File: src/rtl/player_pkg.sv
// Shared types and helpers for the player motion engine.
// Holds the player state enum, keycodes and packed-slot slicing.
package player_pkg;

  typedef enum logic [1:0] {
    ST_LAUNCH,
    ST_RISING,
    ST_FALLING,
    ST_DEAD
  } player_state_t;

  localparam logic [7:0] KEY_LEFT  = 8'd4;
  localparam logic [7:0] KEY_RIGHT = 8'd7;

  localparam int SLOT_VEC_W = 1024;
  localparam int SLOT_W     = 16;

  // Slot i of width w from a packed vector; caller narrows the result.
  function automatic logic [SLOT_W-1:0] slot(
    input logic [SLOT_VEC_W-1:0] vec,
    input int unsigned           i,
    input int unsigned           w
  );
    logic [SLOT_W-1:0] mask;
    mask = SLOT_W'((32'd1 << w) - 32'd1);
    return SLOT_W'(vec >> (i * w)) & mask;
  endfunction

endpackage

File: src/rtl/plat_hit_detect.sv
// Combinational landing test of the player box against every platform.
// Lowest-index hitting slot wins; snap_y is where the player top must sit.
module plat_hit_detect
  import player_pkg::*;
#(
  parameter int COORD_W  = 11,
  parameter int NUM_PLAT = 8,
  parameter int SIZE_X   = 8,
  parameter int SIZE_Y   = 10,
  parameter int SNAP_TOL = 5,
  parameter int IDX_W    = (NUM_PLAT > 1) ? $clog2(NUM_PLAT) : 1
) (
  input  logic signed [COORD_W+1:0]   pos_x,
  input  logic signed [COORD_W+1:0]   pos_y,
  input  logic [NUM_PLAT*COORD_W-1:0] plat_x,
  input  logic [NUM_PLAT*COORD_W-1:0] plat_y,
  input  logic [NUM_PLAT*COORD_W-1:0] plat_w,
  input  logic [NUM_PLAT-1:0]         plat_valid,
  output logic                        hit,
  output logic [IDX_W-1:0]            hit_idx,
  output logic [COORD_W-1:0]          snap_y
);

  localparam int SW = COORD_W + 2;
  typedef logic signed [SW-1:0] s_t;

  s_t cx, foot, px, py, pw;

  always_comb begin
    hit     = 1'b0;
    hit_idx = '0;
    snap_y  = '0;
    cx      = pos_x + s_t'(SIZE_X / 2);
    foot    = pos_y + s_t'(SIZE_Y);
    px      = '0;
    py      = '0;
    pw      = '0;
    // Walk downward so the lowest hitting index is assigned last.
    for (int i = NUM_PLAT - 1; i >= 0; i--) begin
      px = s_t'({2'b00, COORD_W'(slot(SLOT_VEC_W'(plat_x), i, COORD_W))});
      py = s_t'({2'b00, COORD_W'(slot(SLOT_VEC_W'(plat_y), i, COORD_W))});
      pw = s_t'({2'b00, COORD_W'(slot(SLOT_VEC_W'(plat_w), i, COORD_W))});
      if (plat_valid[i] &&
          (px <= cx) && (cx <= px + pw) &&
          (py - s_t'(SNAP_TOL) <= foot) &&
          (foot < py + s_t'(SNAP_TOL))) begin
        hit     = 1'b1;
        hit_idx = IDX_W'(i);
        snap_y  = COORD_W'(py - s_t'(SIZE_Y));
      end
    end
  end

endmodule

File: src/rtl/player_motion_engine.sv
// Per-frame player physics: gravity, jump, X motion, landing and death.
// Define SCREEN_WRAP_EN to wrap X at the screen edges instead of clamping.
module player_motion_engine
  import player_pkg::*;
#(
  parameter int COORD_W   = 11,
  parameter int VEL_W     = 8,
  parameter int NUM_PLAT  = 8,
  parameter int SCREEN_W  = 640,
  parameter int SCREEN_H  = 480,
  parameter int SIZE_X    = 8,
  parameter int SIZE_Y    = 10,
  parameter int X_START   = 280,
  parameter int Y_START   = 460,
  parameter int X_STEP    = 1,
  parameter int JUMP_VEL  = 3,
  parameter int GRAV_LOG2 = 3,
  parameter int MAX_FALL  = 6,
  parameter int SNAP_TOL  = 5
) (
  input  logic                        frame_clk,
  input  logic                        Reset,
  input  logic [7:0]                  keycode,
  input  logic [NUM_PLAT*COORD_W-1:0] plat_x,
  input  logic [NUM_PLAT*COORD_W-1:0] plat_y,
  input  logic [NUM_PLAT*COORD_W-1:0] plat_w,
  input  logic [NUM_PLAT-1:0]         plat_valid,
  output logic [COORD_W-1:0]          PlayerX,
  output logic [COORD_W-1:0]          PlayerY,
  output logic signed [VEL_W-1:0]     vel_y,
  output player_state_t               state,
  output logic [15:0]                 jump_count,
  output logic                        land_pulse,
  output logic                        game_over
);

  localparam int SW    = COORD_W + 2;
  localparam int IDX_W = (NUM_PLAT > 1) ? $clog2(NUM_PLAT) : 1;
  typedef logic signed [SW-1:0] s_t;

  localparam s_t X_MAX  = s_t'(SCREEN_W - SIZE_X);
  localparam s_t FLOOR  = s_t'(SCREEN_H - 1);
  localparam s_t Y_DEAD = s_t'(SCREEN_H - 1 - SIZE_Y);
  localparam logic signed [VEL_W-1:0] V_JUMP = VEL_W'(-JUMP_VEL);
  localparam logic signed [VEL_W-1:0] V_MAX  = VEL_W'(MAX_FALL);

  logic [COORD_W-1:0]          x_q, x_d, y_q, y_d;
  logic signed [VEL_W-1:0]     vel_q, vel_d, vel_n;
  logic [GRAV_LOG2-1:0]        grav_cnt_q, grav_cnt_d;
  player_state_t               state_q, state_d;
  logic [15:0]                 jump_cnt_q, jump_cnt_d;
  logic                        land_q, land_d;
  logic                        over_q, over_d;
  s_t                          x_nxt, y_nxt, x_s;

  logic                        hit;
  logic [IDX_W-1:0]            hit_idx_unused;
  logic [COORD_W-1:0]          snap_y;

  plat_hit_detect #(
    .COORD_W  (COORD_W),
    .NUM_PLAT (NUM_PLAT),
    .SIZE_X   (SIZE_X),
    .SIZE_Y   (SIZE_Y),
    .SNAP_TOL (SNAP_TOL),
    .IDX_W    (IDX_W)
  ) u_hit (
    .pos_x      (x_nxt),
    .pos_y      (y_nxt),
    .plat_x     (plat_x),
    .plat_y     (plat_y),
    .plat_w     (plat_w),
    .plat_valid (plat_valid),
    .hit        (hit),
    .hit_idx    (hit_idx_unused),
    .snap_y     (snap_y)
  );

  // Free-running motion for this frame, before landing/death decisions.
  always_comb begin
    vel_n = vel_q;
    if (state_q == ST_LAUNCH) begin
      vel_n = V_JUMP;
    end else if (grav_cnt_q == '1) begin
      vel_n = (vel_q >= V_MAX) ? V_MAX : vel_q + VEL_W'(1);
    end
    y_nxt = s_t'({2'b00, y_q}) + s_t'(vel_n);
    x_s   = s_t'({2'b00, x_q});
    x_nxt = x_s;
    if (keycode == KEY_LEFT) begin
      x_nxt = x_s - s_t'(X_STEP);
`ifdef SCREEN_WRAP_EN
      if (x_nxt < 0) x_nxt = X_MAX;
`else
      if (x_nxt < 0) x_nxt = '0;
`endif
    end else if (keycode == KEY_RIGHT) begin
      x_nxt = x_s + s_t'(X_STEP);
`ifdef SCREEN_WRAP_EN
      if (x_nxt > X_MAX) x_nxt = '0;
`else
      if (x_nxt > X_MAX) x_nxt = X_MAX;
`endif
    end
  end

  always_comb begin
    x_d        = x_q;
    y_d        = y_q;
    vel_d      = vel_q;
    grav_cnt_d = grav_cnt_q;
    state_d    = state_q;
    jump_cnt_d = jump_cnt_q;
    land_d     = 1'b0;
    over_d     = over_q;
    if (state_q != ST_DEAD) begin
      grav_cnt_d = grav_cnt_q + GRAV_LOG2'(1);
      x_d        = COORD_W'(x_nxt);
      y_d        = COORD_W'(y_nxt);
      vel_d      = vel_n;
      case (state_q)
        ST_LAUNCH:  state_d = ST_RISING;
        ST_RISING:  if (vel_n >= 0) state_d = ST_FALLING;
        default:    state_d = state_q;
      endcase
      if (y_nxt < 0) begin
        y_d     = '0;
        vel_d   = '0;
        state_d = ST_FALLING;
      end else if (state_q == ST_FALLING && hit) begin
        y_d        = snap_y;
        vel_d      = V_JUMP;
        grav_cnt_d = '0;
        jump_cnt_d = (jump_cnt_q == 16'hFFFF) ? jump_cnt_q
                                              : jump_cnt_q + 16'd1;
        land_d     = 1'b1;
        state_d    = ST_RISING;
      end else if (state_q == ST_FALLING &&
                   y_nxt + s_t'(SIZE_Y) >= FLOOR) begin
        y_d     = COORD_W'(Y_DEAD);
        state_d = ST_DEAD;
        over_d  = 1'b1;
      end
    end
  end

  always_ff @(posedge frame_clk) begin
    if (Reset) begin
      x_q        <= COORD_W'(X_START);
      y_q        <= COORD_W'(Y_START);
      vel_q      <= '0;
      grav_cnt_q <= '0;
      state_q    <= ST_LAUNCH;
      jump_cnt_q <= '0;
      land_q     <= 1'b0;
      over_q     <= 1'b0;
    end else begin
      x_q        <= x_d;
      y_q        <= y_d;
      vel_q      <= vel_d;
      grav_cnt_q <= grav_cnt_d;
      state_q    <= state_d;
      jump_cnt_q <= jump_cnt_d;
      land_q     <= land_d;
      over_q     <= over_d;
    end
  end

  assign PlayerX    = x_q;
  assign PlayerY    = y_q;
  assign vel_y      = vel_q;
  assign state      = state_q;
  assign jump_count = jump_cnt_q;
  assign land_pulse = land_q;
  assign game_over  = over_q;

endmodule

File: config.mk
export PLATFORM = sky130hd
export DESIGN_NAME = player_motion_engine
export DESIGN_NICKNAME = d
export VERILOG_FILES = /design/src/rtl/player_pkg.sv /design/src/rtl/plat_hit_detect.sv /design/src/rtl/player_motion_engine.sv
export SDC_FILE = /design/constraint.sdc
export NUM_CORES = 1
export LEC_CHECK = 0
export ABC_CLOCK_PERIOD_IN_PS = 24600
export CAP_MARGIN = 10
export CORE_ASPECT_RATIO = 1.5
export CORE_UTILIZATION = 29
export CTS_CLUSTER_SIZE = 20
export DETAILED_ROUTE_END_ITERATION = 8
export GPL_TIMING_DRIVEN = 0
export HOLD_SLACK_MARGIN = 0.05
export PLACE_DENSITY = 0.59
export SYNTH_ARGS = -nofsm -noshare
export SYNTH_HDL_FRONTEND = slang
export SYNTH_HIERARCHICAL = 1
export SYNTH_SLANG_ARGS = --single-unit
File: constraint.sdc
create_clock -name frame_clk -period 24.6 [get_ports frame_clk]
set_input_delay 4.92 -clock frame_clk [delete_from_list [all_inputs] [get_ports frame_clk]]
set_output_delay 4.92 -clock frame_clk [all_outputs]
set_load 0.01 [all_outputs]
# Yosys cells after proc, flatten, opt, wreduce, memory -nomap -nowiden
# Cells that the tools add are included.
# word_totals
out_inout_bits,50
inputBits,282
word_cells,174
reg_bits,53
# op_classes
bitwise,4
eq_ne,8
addsub,40
n_lt_le_gt_ge,38
n_mux,36
reduce_logical,40
# ops
cell,n
less-or-equal comparator 13 bit,14
less-or-equal comparator 12 x 13 -> 1 bit,10
2-to-1 mux 11 bit,11
< comparator 13 bit,8
adder 11 x 11 -> 12 bit,8
"adder 11 x 3 -> 12 bit, second input constant",8
"subtractor 11 x 3 -> 12 bit, second input constant",8
"subtractor 11 x 4 -> 11 bit, second input constant",8
2-to-1 mux 8 bit,5
logical AND 1 bit,34
2-to-1 mux 13 bit,2
2-to-1 mux 12 bit,2
"adder 16 x 1 -> 16 bit, second input constant",1
"== test 16 bit, second input constant",1
"== test 8 x 3 -> 1 bit, second input constant",2
adder 12 x 8 -> 13 bit,1
"adder 13 x 4 -> 13 bit, second input constant",1
"adder 13 x 5 -> 13 bit, second input constant",1
">= comparator 13 x 10 -> 1 bit, second input constant",1
"< comparator 13 x 1 -> 1 bit, second input constant",1
"adder 11 x 1 -> 12 bit, second input constant",1
"> comparator 12 x 10 -> 1 bit, second input constant",1
"< comparator 12 x 1 -> 1 bit, second input constant",1
"subtractor 11 x 1 -> 12 bit, second input constant",1
other kinds (19),35

# Depth between registers and ports, before layout
# Gate-level depths: netlist of the first run.
# logic_depth
ltp_word,22
depth_mapped,39
ltp_nobuf,36

# Hierarchy
# Netlist of the first run, hierarchy kept.
# by_module_without_submodules
mod,cells_per_inst,seq_area_each_um2,n_inst,area_per_inst_um2
plat_hit_detect,2282,0.0,1,17090.1
player_motion_engine,564,1061.0,1,4185.3

# Worst setup path after synthesis of the first run
# Ideal clock, no wire load.
# synth_path
path_type,input to register
from,input port keycode[5]
to,register jump_cnt_q[13] (netlist: jump_count[13])
arrival_time_ns,11.812
path_buffers,2
setup_slack_ns,12.661
required_ns,24.472
path_stages,31
setup_ns,0.128
path_cell_list,nor4_1 > nand3b_1 > or3_1 > clkbuf_1 > a21oi_1 > a21oi_1 > a21boi_0 > nor2_1 > ha_1 > nand2_1 > nor2_1 > and3_1 > xor2_1 > inv_1 > ha_1 > nand2_1 > or4_1 > nand3_1 > a21oi_1 > or4_1 > o21ai_0 > nor2_1 > nand2_1 > clkbuf_1 > nand2_1 > nor3_1 > nand4_1 > nor3_1 > nand3_1 > xor2_1 > nor2_1
# synth_via
elab_chain_cells,19
word_cells_on_any_way,63
classes_between,add/sub (1); order compare (16); eq/ne (2); mux (10); reduce/logical (34)
# synth_rtl
element,line_no,text
from (decl),player_motion_engine.sv:23,"input logic [7:0] keycode,"
== test 8 x 3 -> 1 bit,player_motion_engine.sv:97,end else if (keycode == KEY_RIGHT) begin
2-to-1 mux 12 bit,player_motion_engine.sv:97,
2-to-1 mux 13 bit *,player_motion_engine.sv:90,if (keycode == KEY_LEFT) begin
named net x_nxt[2],player_motion_engine.sv:54,"s_t x_nxt, y_nxt, x_s;"
adder 13 x 4 -> 13 bit *,plat_hit_detect.sv:33,cx = pos_x + s_t'(SIZE_X / 2);
less-or-equal comparator 12 x 13 -> 1 bit,plat_hit_detect.sv:44,(px <= cx) && (cx <= px + pw) &&
logical AND 1 bit,plat_hit_detect.sv:43,if (plat_valid[i] &&
logical AND 1 bit (2 in series),plat_hit_detect.sv:44,
logical AND 1 bit,plat_hit_detect.sv:45,(py - s_t'(SNAP_TOL) <= foot) &&
2-to-1 mux 1 bit (7 in series),plat_hit_detect.sv:43,
2-to-1 mux 1 bit *,plat_hit_detect.sv:43,
named net hit,player_motion_engine.sv:56,logic hit;
logical AND 1 bit *,player_motion_engine.sv:130,end else if (state_q == ST_FALLING && hit) begin
AND reduction 4 bit (no line) *,-,
to (signal assigned),player_motion_engine.sv:163,jump_cnt_q <= jump_cnt_d;
to (decl),player_motion_engine.sv:51,"logic [15:0] jump_cnt_q, jump_cnt_d;"
# Mark *: on every way through the listed nets, which the timed path passes. The rest lies on a longest branch.
# A chain may end at the register's enable or synchronous reset.

# Final worst setup path of the first run
# Ends and elaborated chain as after synthesis.

==> impl_metrics.csv, run 1 <==
group,metric,value,unit
worst_setup_path,crit_end,"jump_count[13]",
worst_setup_path,crit_top_cell,"nor2_1",
worst_setup_path,rr_endpoint,"jump_count[13]",
layout,syn2layout_area_growth,21.0,%
layout,nets,3982,
routing,routed_wl,85300,um
cts,htreeDepth,2,
grt,groute.usage.overall,22.2,%
die,initial_utilization,29.3,%
cts,clock-sinks,53,
layout,regArea,1060,sq um
worst_setup_path,rr_worst_depth,33,
synthesis,yosysWarnings,6,
worst_setup_path,r2r_slack,14.23,ns
power,power.leakage,11.0,nW
worst_setup_path,critical_path.startpoint_type,"input port",
layout,fin_cells,4076,
cts,clkLatencyLatePin,0.29,ns
worst_setup_path,cp_max_fo,9,
worst_setup_path,endpoint_kind,"register",
die,rows,121,
power,vdd_drop_max,0.135,mV
synthesis,avgSynthCellArea,7.48,sq um
worst_setup_path,crit_slowest_cell,"xor2_2",
routing,drc_errors,0,
sta,rsz0062_at_grt,"no",
min_path,hold_class,"register to register",
routing,firstDrtPassIters,5,
cts,clkSlewWorstSetupHoldPaths,0.07,ns
worst_setup_path,reg2reg_from,"grav_cnt_q[0]",
status,status,"complete, no violations",
worst_setup_path,critical_path_class,"input port to register",
layout,final_common_cell,"ha_1",
routing,drt-initial-drc-count,1244,
power,power.density,145,nW/um^2
die,dieArea,74400,sq um
sta,period_share,58.5,%
layout,final_cell_mix,"545 x ha_1, 283 x clkdlybuf4s50_1, 243 x nor2_1, 207 x a21oi_1, 198 x nand2_1",
place,place.gp.congestion,0.979,
die,ios,332,
routing,drt.antenna.violating_nets,0,
cts,cts_setup_buffers,0,
job,cap_violations,0,
sta,slew_viol_final,0,
worst_setup_path,startpoint,"keycode[5]",
grt,overflow,0,
layout,n_fill_cell,7690,
cts,cts_tree,"built",
die,die_y,333,um
die,dieWidth,223,um
sta,hold_viol_final,0,
sta,worstMarginPinSlew,1.39,ns
worst_setup_path,required,24.77,ns
grt,antenna_found_initial,21,
grt,grt_pass1_wl,127000,um
cts,hold_buffers,0,
layout,multi_input_area,19200,sq um
place,io_buffers,283,
cts,root_buffer,"clkbuf_16",
synthesis,synth_cells,2840,
die,core_area,72500,sq um
grt,grt_max_degree,20,
sta,fin_tns_setup,0,ns
worst_setup_path,worst_ep_arrival_time,14.57,ns
sta,finalCriticalPeriod,14.40,ns
layout,drive_gt1_share,2.86,%
cts,cts_buffers,5,
routing,num_vias,22200,
sta,setup_violations,0,
sta,fin_skew,0.00996,ns
grt,grt_pass1_vias,21900,
place,post-dp-hpwl,71500,um
routing,wl_per_cell,20.9,um
worst_setup_path,max_stage_delay,0.72,ns
place,place_inst,4061,
cts,cts.path.max_buffers,2,
synthesis,netlist_area,21200,sq um
routing,avgViaCountPerCell,5.44,
cts,cts_resized,0,
sta,fmax,69.4,MHz
min_path,min_path_cells,2,
sta,max_slew_margin,7.30,%
## worst max-delay path: cells and delay by family
family | cells | cell delay, ns
AND/OR/NAND/NOR | 17 | 4.37
buffers and inverters | 6 | 2.04
AO/OA/AOI/OAI | 7 | 1.55
XOR/XNOR | 2 | 0.86
adder cells (fa/ha/maj) | 2 | 0.80
## final cells by class
type                            count  share of cell area [%]
Antenna cell                        7                  0.0681
Tap cell                          922                    4.49
Sequential cell                    53                    4.13
Multi-Input combinational cell   2495                    74.6
Inverter                          188                    2.74
Clock buffer                        7                   0.516
Timing Repair Buffer              296                    11.8
Buffer                            107                    1.65
Clock inverter                      1                  0.0292
## report_power, final
| group | internal (mW) | leakage [nW] | switching, mW |
|---|---|---|---|
| combinational | 1.31 | 10.5 | 2.21 |
| clock | 0.0379 | 0.0642 | 0.0307 |
| sequential | 0.104 | 0.432 | 0.0253 |
| total | 1.45 | 11.0 | 2.26 |
## registers in the layout, summed over array words and instances, names as in the netlist
| name | count |
|---|---|
| PlayerY | 11 |
| land_pulse | 1 |
| game_over | 1 |
| state | 2 |
| vel_y | 8 |
| grav_cnt_q | 3 |
| PlayerX | 11 |
| jump_count | 16 |
## stage by stage
stage,total power [mW],area (sq um),utilization [%],setup slack (ns),hold WS (ns)
global route,4.10,25700,35.4,9.55,0.526
CTS,3.69,25700,35.4,10.16,0.501
floorplan,2.31,21300,-,12.74,0.458
global placement,3.41,25200,34.8,7.70,0.472
detailed placement,3.60,25600,35.2,9.88,0.480
finish,3.72,25700,35.5,10.20,0.495
## worst min-delay path by stage
stage / from / end / slack (ns)
6_report: grav_cnt_q[1] / grav_cnt_q[1] / 0.49
5_1_grt: grav_cnt_q[1] / grav_cnt_q[1] / 0.53
3_3_place_gp: grav_cnt_q[1] / grav_cnt_q[1] / 0.47
2_1_floorplan: grav_cnt_q[1] / grav_cnt_q[1] / 0.46
3_5_place_dp: grav_cnt_q[1] / grav_cnt_q[1] / 0.48
4_1_cts: grav_cnt_q[2] / grav_cnt_q[2] / 0.50
## layer usage
metal / routed length [um] / GRT usage [%] / up-vias
li1: - / - / 11000
met1: 34100 / 24.7 / 10300
met2: 42500 / 41.6 / 666
met3: 4450 / 2.93 / 173
met4: 4040 / 9.60 / 22
met5: 150 / 0 / -
Power figures use the tool's default switching activity.
==> inputs of run 2 (changes only) <==
Settings changed: ABC_CLOCK_PERIOD_IN_PS 24600 to 12900, PLACE_DENSITY 0.59 to 0.61.
Clock period 24.6 ns to 12.9 ns, I/O delays scaled along.
==> run 2 against run 1 <==
Sequential share of layout area barely moved. Largest cell class unchanged. Critical path depth fell by 2. Cell count barely moved. Highest routed layer unchanged.
==> impl_metrics.csv, run 2 (synthesis results as in run 1) <==
group,metric,value,unit
place,io_buffers,283,
die,die_y,333,um
sta,setup_violations,0,
power,swShare,61.4,%
power,clock_power_share,2.0,%
worst_setup_path,r2r_slack,2.56,ns
worst_setup_path,reg2reg_from,"grav_cnt_q[0]",
worst_setup_path,crit_top_cell,"nand2_1",
layout,regArea,1060,sq um
power,pwr-share-seq,3.4,%
sta,finalCriticalPeriod,12.08,ns
routing,avgViaCountPerCell,5.45,
routing,drt-initial-drc-count,1361,
grt,grt_pass1_wl,127000,um
worst_setup_path,cp_max_fo,9,
layout,n_fill_cell,7692,
routing,routed_wl,85200,um
layout,final_cell_mix,"545 x ha_1, 283 x clkdlybuf4s50_1, 243 x nor2_1, 207 x a21oi_1, 198 x nand2_1",
routing,drc_errors,0,
power,p_int,2.77,mW
cts,clkLatencyLatePin,0.30,ns
power,vdd_drop_max,0.359,mV
place,post-dp-hpwl,71700,um
worst_setup_path,required,13.08,ns
grt,antenna_found_initial,20,
die,ios,332,
cts,cts_tree,"built",
cts,clock-sinks,53,
sta,slew_viol_final,0,
layout,drive_gt1_share,3.05,%
routing,firstDrtPassIters,5,
worst_setup_path,worst_ep_arrival_time,12.26,ns
power,switching_power,4.41,mW
cts,clkSlewWorstSetupHoldPaths,0.07,ns
grt,gr-usage-met3,3.24,%
cts,hold_buffers,0,
worst_setup_path,max_stage_delay,0.70,ns
layout,nets,3985,
layout,final_common_cell,"ha_1",
job,cap_violations,0,
routing,num_vias,22200,
power,combinationalPowerShare,94.6,%
place,place.gp.congestion,0.949,
sta,period_share,93.6,%
grt,met2_usage,40.5,%
min_path,min_path_cells,2,
worst_setup_path,rr_endpoint,"jump_count[13]",
routing,wl_per_cell,20.9,um
worst_setup_path,critical_path.startpoint_type,"input port",
layout,largest_reg_flops,16,
sta,fmax,82.8,MHz
worst_setup_path,crit_slowest_cell,"xor2_2",
cts,htreeDepth,2,
sta,worstMarginPinSlew,1.22,ns
die,initial_utilization,29.3,%
layout,syn2layout_area_growth,21.3,%
min_path,hold_end,"grav_cnt_q[1]",
grt,overflow,0,
cts,root_buffer,"clkbuf_16",
grt,busiest_layer,"met2",
routing,drt.antenna.violating_nets,0,
cts,cts_buffers,5,
die,dieWidth,223,um
power,power,7.18,mW
sta,hold_viol_final,0,
sta,fin_tns_setup,0,ns
die,dieArea,74400,sq um
sta,rsz0062_at_grt,"no",
worst_setup_path,critical_path_class,"input port to register",
die,core_area,72500,sq um
cts,cts.path.max_buffers,2,
power,power.leakage,11.0,nW
min_path,hold_class,"register to register",
grt,grt_max_degree,19,
worst_setup_path,endpoint_kind,"register",
min_path,worstHoldStart,"grav_cnt_q[1]",
sta,fin_skew,0.00750,ns
cts,cts_resized,0,
grt,groute.usage.overall,22.1,%
grt,grt_pass1_vias,21700,
worst_setup_path,rr_worst_depth,33,
cts,cts_setup_buffers,0,
status,status,"complete, no violations",
power,power.density,278,nW/um^2
die,rows,121,
grt,gr-usage-met1,24.0,%
sta,max_slew_margin,18.3,%
layout,multi_input_area,19200,sq um
run 2: changes by cell type in the layout (fill, tap and decap cells not counted):
cell        change
buf_8           +2
xor2_1          -1
inv_8           +1
o311ai_0        +1
buf_4           -1
xor2_2          +1
buf_6           +2
clkinvlp_4      +1
o311ai_1        -1
clkbuf_1        -2
run 2: worst max path at each step:
stage                           from              to  cells past startpoint
after floorplan           keycode[5]  jump_count[13]                     32
after global placement    keycode[5]  jump_count[13]                     32
after detailed placement  keycode[5]  jump_count[13]                     33
after CTS                 keycode[5]  jump_count[13]                     33
after global routing      keycode[5]  jump_count[13]                     33
final                     keycode[5]  jump_count[13]                     32
run 2: layer usage:
| layer | part of all wire (%) | vias to the layer above | wire length (um) |
|---|---|---|---|
| met5 | 0.17 | - | 149 |
| met4 | 6.4 | 24 | 5420 |
| li1 | - | 11000 | - |
| met1 | 39 | 10300 | 33300 |
| met2 | 49 | 667 | 41800 |
| met3 | 5.3 | 212 | 4490 |
run 2: power by group through the flow:
stage / Combinational, mW / Clock, mW / Sequential [mW]
after detailed placement: 6.68 / 0 / 0.247
after CTS: 6.72 / 0.143 / 0.243
after global routing: 7.47 / 0.150 / 0.246
final: 6.79 / 0.141 / 0.244
after global placement: 6.31 / 0 / 0.247
after floorplan: 4.16 / 0 / 0.241
run 2: critical path: cells and delay by family:
kind / cells / cell delay [ns]
XOR/XNOR: 2 / 0.85
AO/OA/AOI/OAI: 5 / 1.28
buffers and inverters: 4 / 1.54
AND/OR/NAND/NOR: 19 / 5.19
adder cells (fa/ha/maj): 2 / 0.77
run 2: cell type report:
type                    instances  area share, %
diodes                          7         0.0680
plain buffers                 107           1.64
clock buffers                   5          0.485
clock inverters                 3          0.102
inverters                     188           2.74
multi-input cells            2495           74.5
flip-flops and latches         53           4.12
well taps                     922           4.48
repair buffers                299           11.9
run 2: per-stage QoR:
step	area [sq um]	setup slack, ns	hold WS [ns]	utilization, %	instances
2_1_floorplan	21300	3.38	0.458	-	2843
3_3_place_gp	25200	-1.89	0.482	34.8	4048
3_5_place_dp	25600	0.427	0.483	35.3	4064
4_1_cts	25800	0.713	0.502	35.5	4072
5_1_grt	25800	0.159	0.513	35.5	4078
6_report	25800	0.822	0.500	35.5	4079
==> inputs of run 3 (changes only) <==
Settings changed: CORE_UTILIZATION 29 to 52, CTS_BUF_LIST set to sky130_fd_sc_hd__clkbuf_8, PLACE_DENSITY 0.61 to 0.81.
==> run 3 against run 2 <==
Sequential cell count stayed put. First-iteration DRC count is 31% higher. Sequential power hardly changed. Critical path depth stayed put. Register-to-register slack worse by 0.43 ns. Clock power is 31% lower. Non-clock buffer count is 7 lower. Wire length is 7.1% lower. Core utilization is 27 points higher. Die area is 44% lower. Maximum frequency is 1.6% lower. Cell count is 10% lower.
==> impl_metrics.csv, run 3 (synthesis results as in run 1) <==
group,metric,value,unit
worst_setup_path,crit_slowest_cell,"xnor2_2",
power,combinationalPowerShare,95.2,%
sta,max_slew_margin,12.3,%
grt,met2_usage,64.5,%
worst_setup_path,path_delay_family,"simple AND/OR/NAND/NOR gates",
sta,rsz0062_at_grt,"no",
cts,cts_tree,"built",
sta,hold_viol_final,0,
worst_setup_path,crit_buf_inv,6,
power,power.leakage,10.9,nW
routing,routed_wl,79200,um
die,dieWidth,167,um
power,power.density,282,nW/um^2
grt,busiest_layer,"met2",
power,swShare,62.4,%
worst_setup_path,endpoint_kind,"register",
routing,drt.antenna.violating_nets,0,
layout,fin_util,62.3,%
grt,grt_pass1_vias,23600,
place,place.gp.congestion,1.03,
sta,finalCriticalPeriod,12.28,ns
die,core_area,40200,sq um
worst_setup_path,r2r_slack,2.13,ns
worst_setup_path,cp_max_fo,11,
sta,holdWs,0.503,ns
die,dieArea,41700,sq um
routing,wl_per_cell,21.7,um
worst_setup_path,critical_path_class,"input port to register",
layout,largest_reg_flops,16,
cts,cts.path.max_buffers,2,
cts,root_buffer,"clkbuf_8",
routing,num_vias,23300,
cts,clkSlewWorstSetupHoldPaths,0.10,ns
sta,period_share,95.2,%
die,rows,90,
routing,drc_errors,0,
place,post-dp-hpwl,64800,um
sta,setup_violations,0,
layout,regArea,1060,sq um
grt,gr-usage-met1,37.7,%
layout,final_common_cell,"ha_1",
sta,worstMarginPinSlew,1.31,ns
cts,cts_buffers,5,
power,switching_power,4.40,mW
sta,slew_viol_final,0,
grt,overflow,0,
sta,fmax,81.4,MHz
place,place_ws,0.00151,ns
die,die_y,250,um
grt,groute.usage.overall,36.9,%
power,p_int,2.65,mW
worst_setup_path,worst_ep_arrival_time,12.47,ns
sta,fin_ws,0.621,ns
grt,grt_max_degree,20,
cts,clkLatencyLatePin,0.31,ns
job,cap_violations,0,
routing,drt-initial-drc-count,1778,
status,status,"complete, no violations",
place,io_buffers,283,
cts,clock-sinks,53,
power,pwr-share-seq,3.4,%
worst_setup_path,required,13.10,ns
layout,syn2layout_area_growth,17.9,%
power,clock_power_share,1.4,%
die,initial_utilization,52.8,%
routing,avgViaCountPerCell,6.38,
layout,multi_input_area,19200,sq um
sta,fin_skew,0.00769,ns
grt,antenna_found_initial,8,
die,ios,332,
grt,grt_pass1_wl,122000,um
layout,nets,3978,
cts,htreeDepth,2,
cts,hold_buffers,0,
layout,final_cell_mix,"545 x ha_1, 283 x clkdlybuf4s50_1, 243 x nor2_1, 207 x a21oi_1, 198 x nand2_1",
routing,firstDrtPassIters,6,
worst_setup_path,critical_path.startpoint_type,"input port",
layout,drive_gt1_share,2.74,%
worst_setup_path,max_stage_delay,0.83,ns
layout,n_fill_cell,3587,
grt,gr-usage-met3,6.22,%
power,vdd_drop_max,0.402,mV
min_path,hold_class,"register to register",
[run 3: changes by cell type in the layout (fill, tap and decap cells not counted), moves of 2 or more]
cell | previous run | this run
buf_4 | 0 | 2
xor2_1 | 138 | 140
buf_8 | 12 | 2
clkbuf_8 | 0 | 5
clkbuf_16 | 5 | 0
xor2_2 | 7 | 5
[run 3: per-layer routing]
layer | up-vias | part of all wire (%)
met4 | 6 | 10
met5 | - | 0.048
met3 | 432 | 7.6
met1 | 10800 | 36
li1 | 11000 | -
met2 | 1103 | 47
[run 3: final timing paths]
check / endpoint / start / cells after the start
worst max-delay path: jump_count[13] / keycode[5] / 32
worst min-delay path: vel_y[7] / vel_y[7] / 2
worst min register to register: vel_y[7] / vel_y[7] / 2
worst max register to register: jump_count[13] / grav_cnt_q[0] / 35
[run 3: cell type report]
class | count | share of cell area (%)
antenna | 6 | 0.0600
buffer | 107 | 1.69
clock buffer | 5 | 0.275
clock inverter | 3 | 0.0849
inverter | 188 | 2.82
multi-input combinational | 2495 | 76.5
sequential | 53 | 4.24
tap | 506 | 2.53
timing repair buffer | 292 | 11.8
[run 3: per-stage QoR]
step / power (mW) / cells / TNS [ns] / instance area (sq um)
after CTS: 6.86 / 3648 / 0 / 25000
final: 7.06 / 3655 / 0 / 25000
after global placement: 6.26 / 3632 / -13.07 / 24700
after detailed placement: 6.73 / 3640 / 0 / 24900
after global routing: 7.60 / 3653 / 0 / 25000
after floorplan: 4.40 / 2843 / 0 / 21300
[run 3: timing repair]
item | 4_1_cts | 5_1_grt
gates resized for setup | 0 | 1
setup endpoints to repair | 0 | 1
endpoints found under the hold margin | 0 | 0
buffers inserted | 0 | 0
[run 3: power by group through the flow]
stage          combinational, mW  sequential, mW  clock, mW
2_1_floorplan               4.16           0.241          0
3_3_place_gp                6.02           0.242          0
3_5_place_dp                6.48           0.243          0
4_1_cts                     6.52           0.239     0.0978
5_1_grt                     7.25           0.243      0.105
6_report                    6.72           0.241     0.0979
[run 3: tightest hold or removal path: cells and delay by family (launching register included)]
kind               cells  cell delay [ns]
DFF                    1             0.35
and+or+nand+nor        1             0.07
AOI/OAI and AO/OA      1             0.05
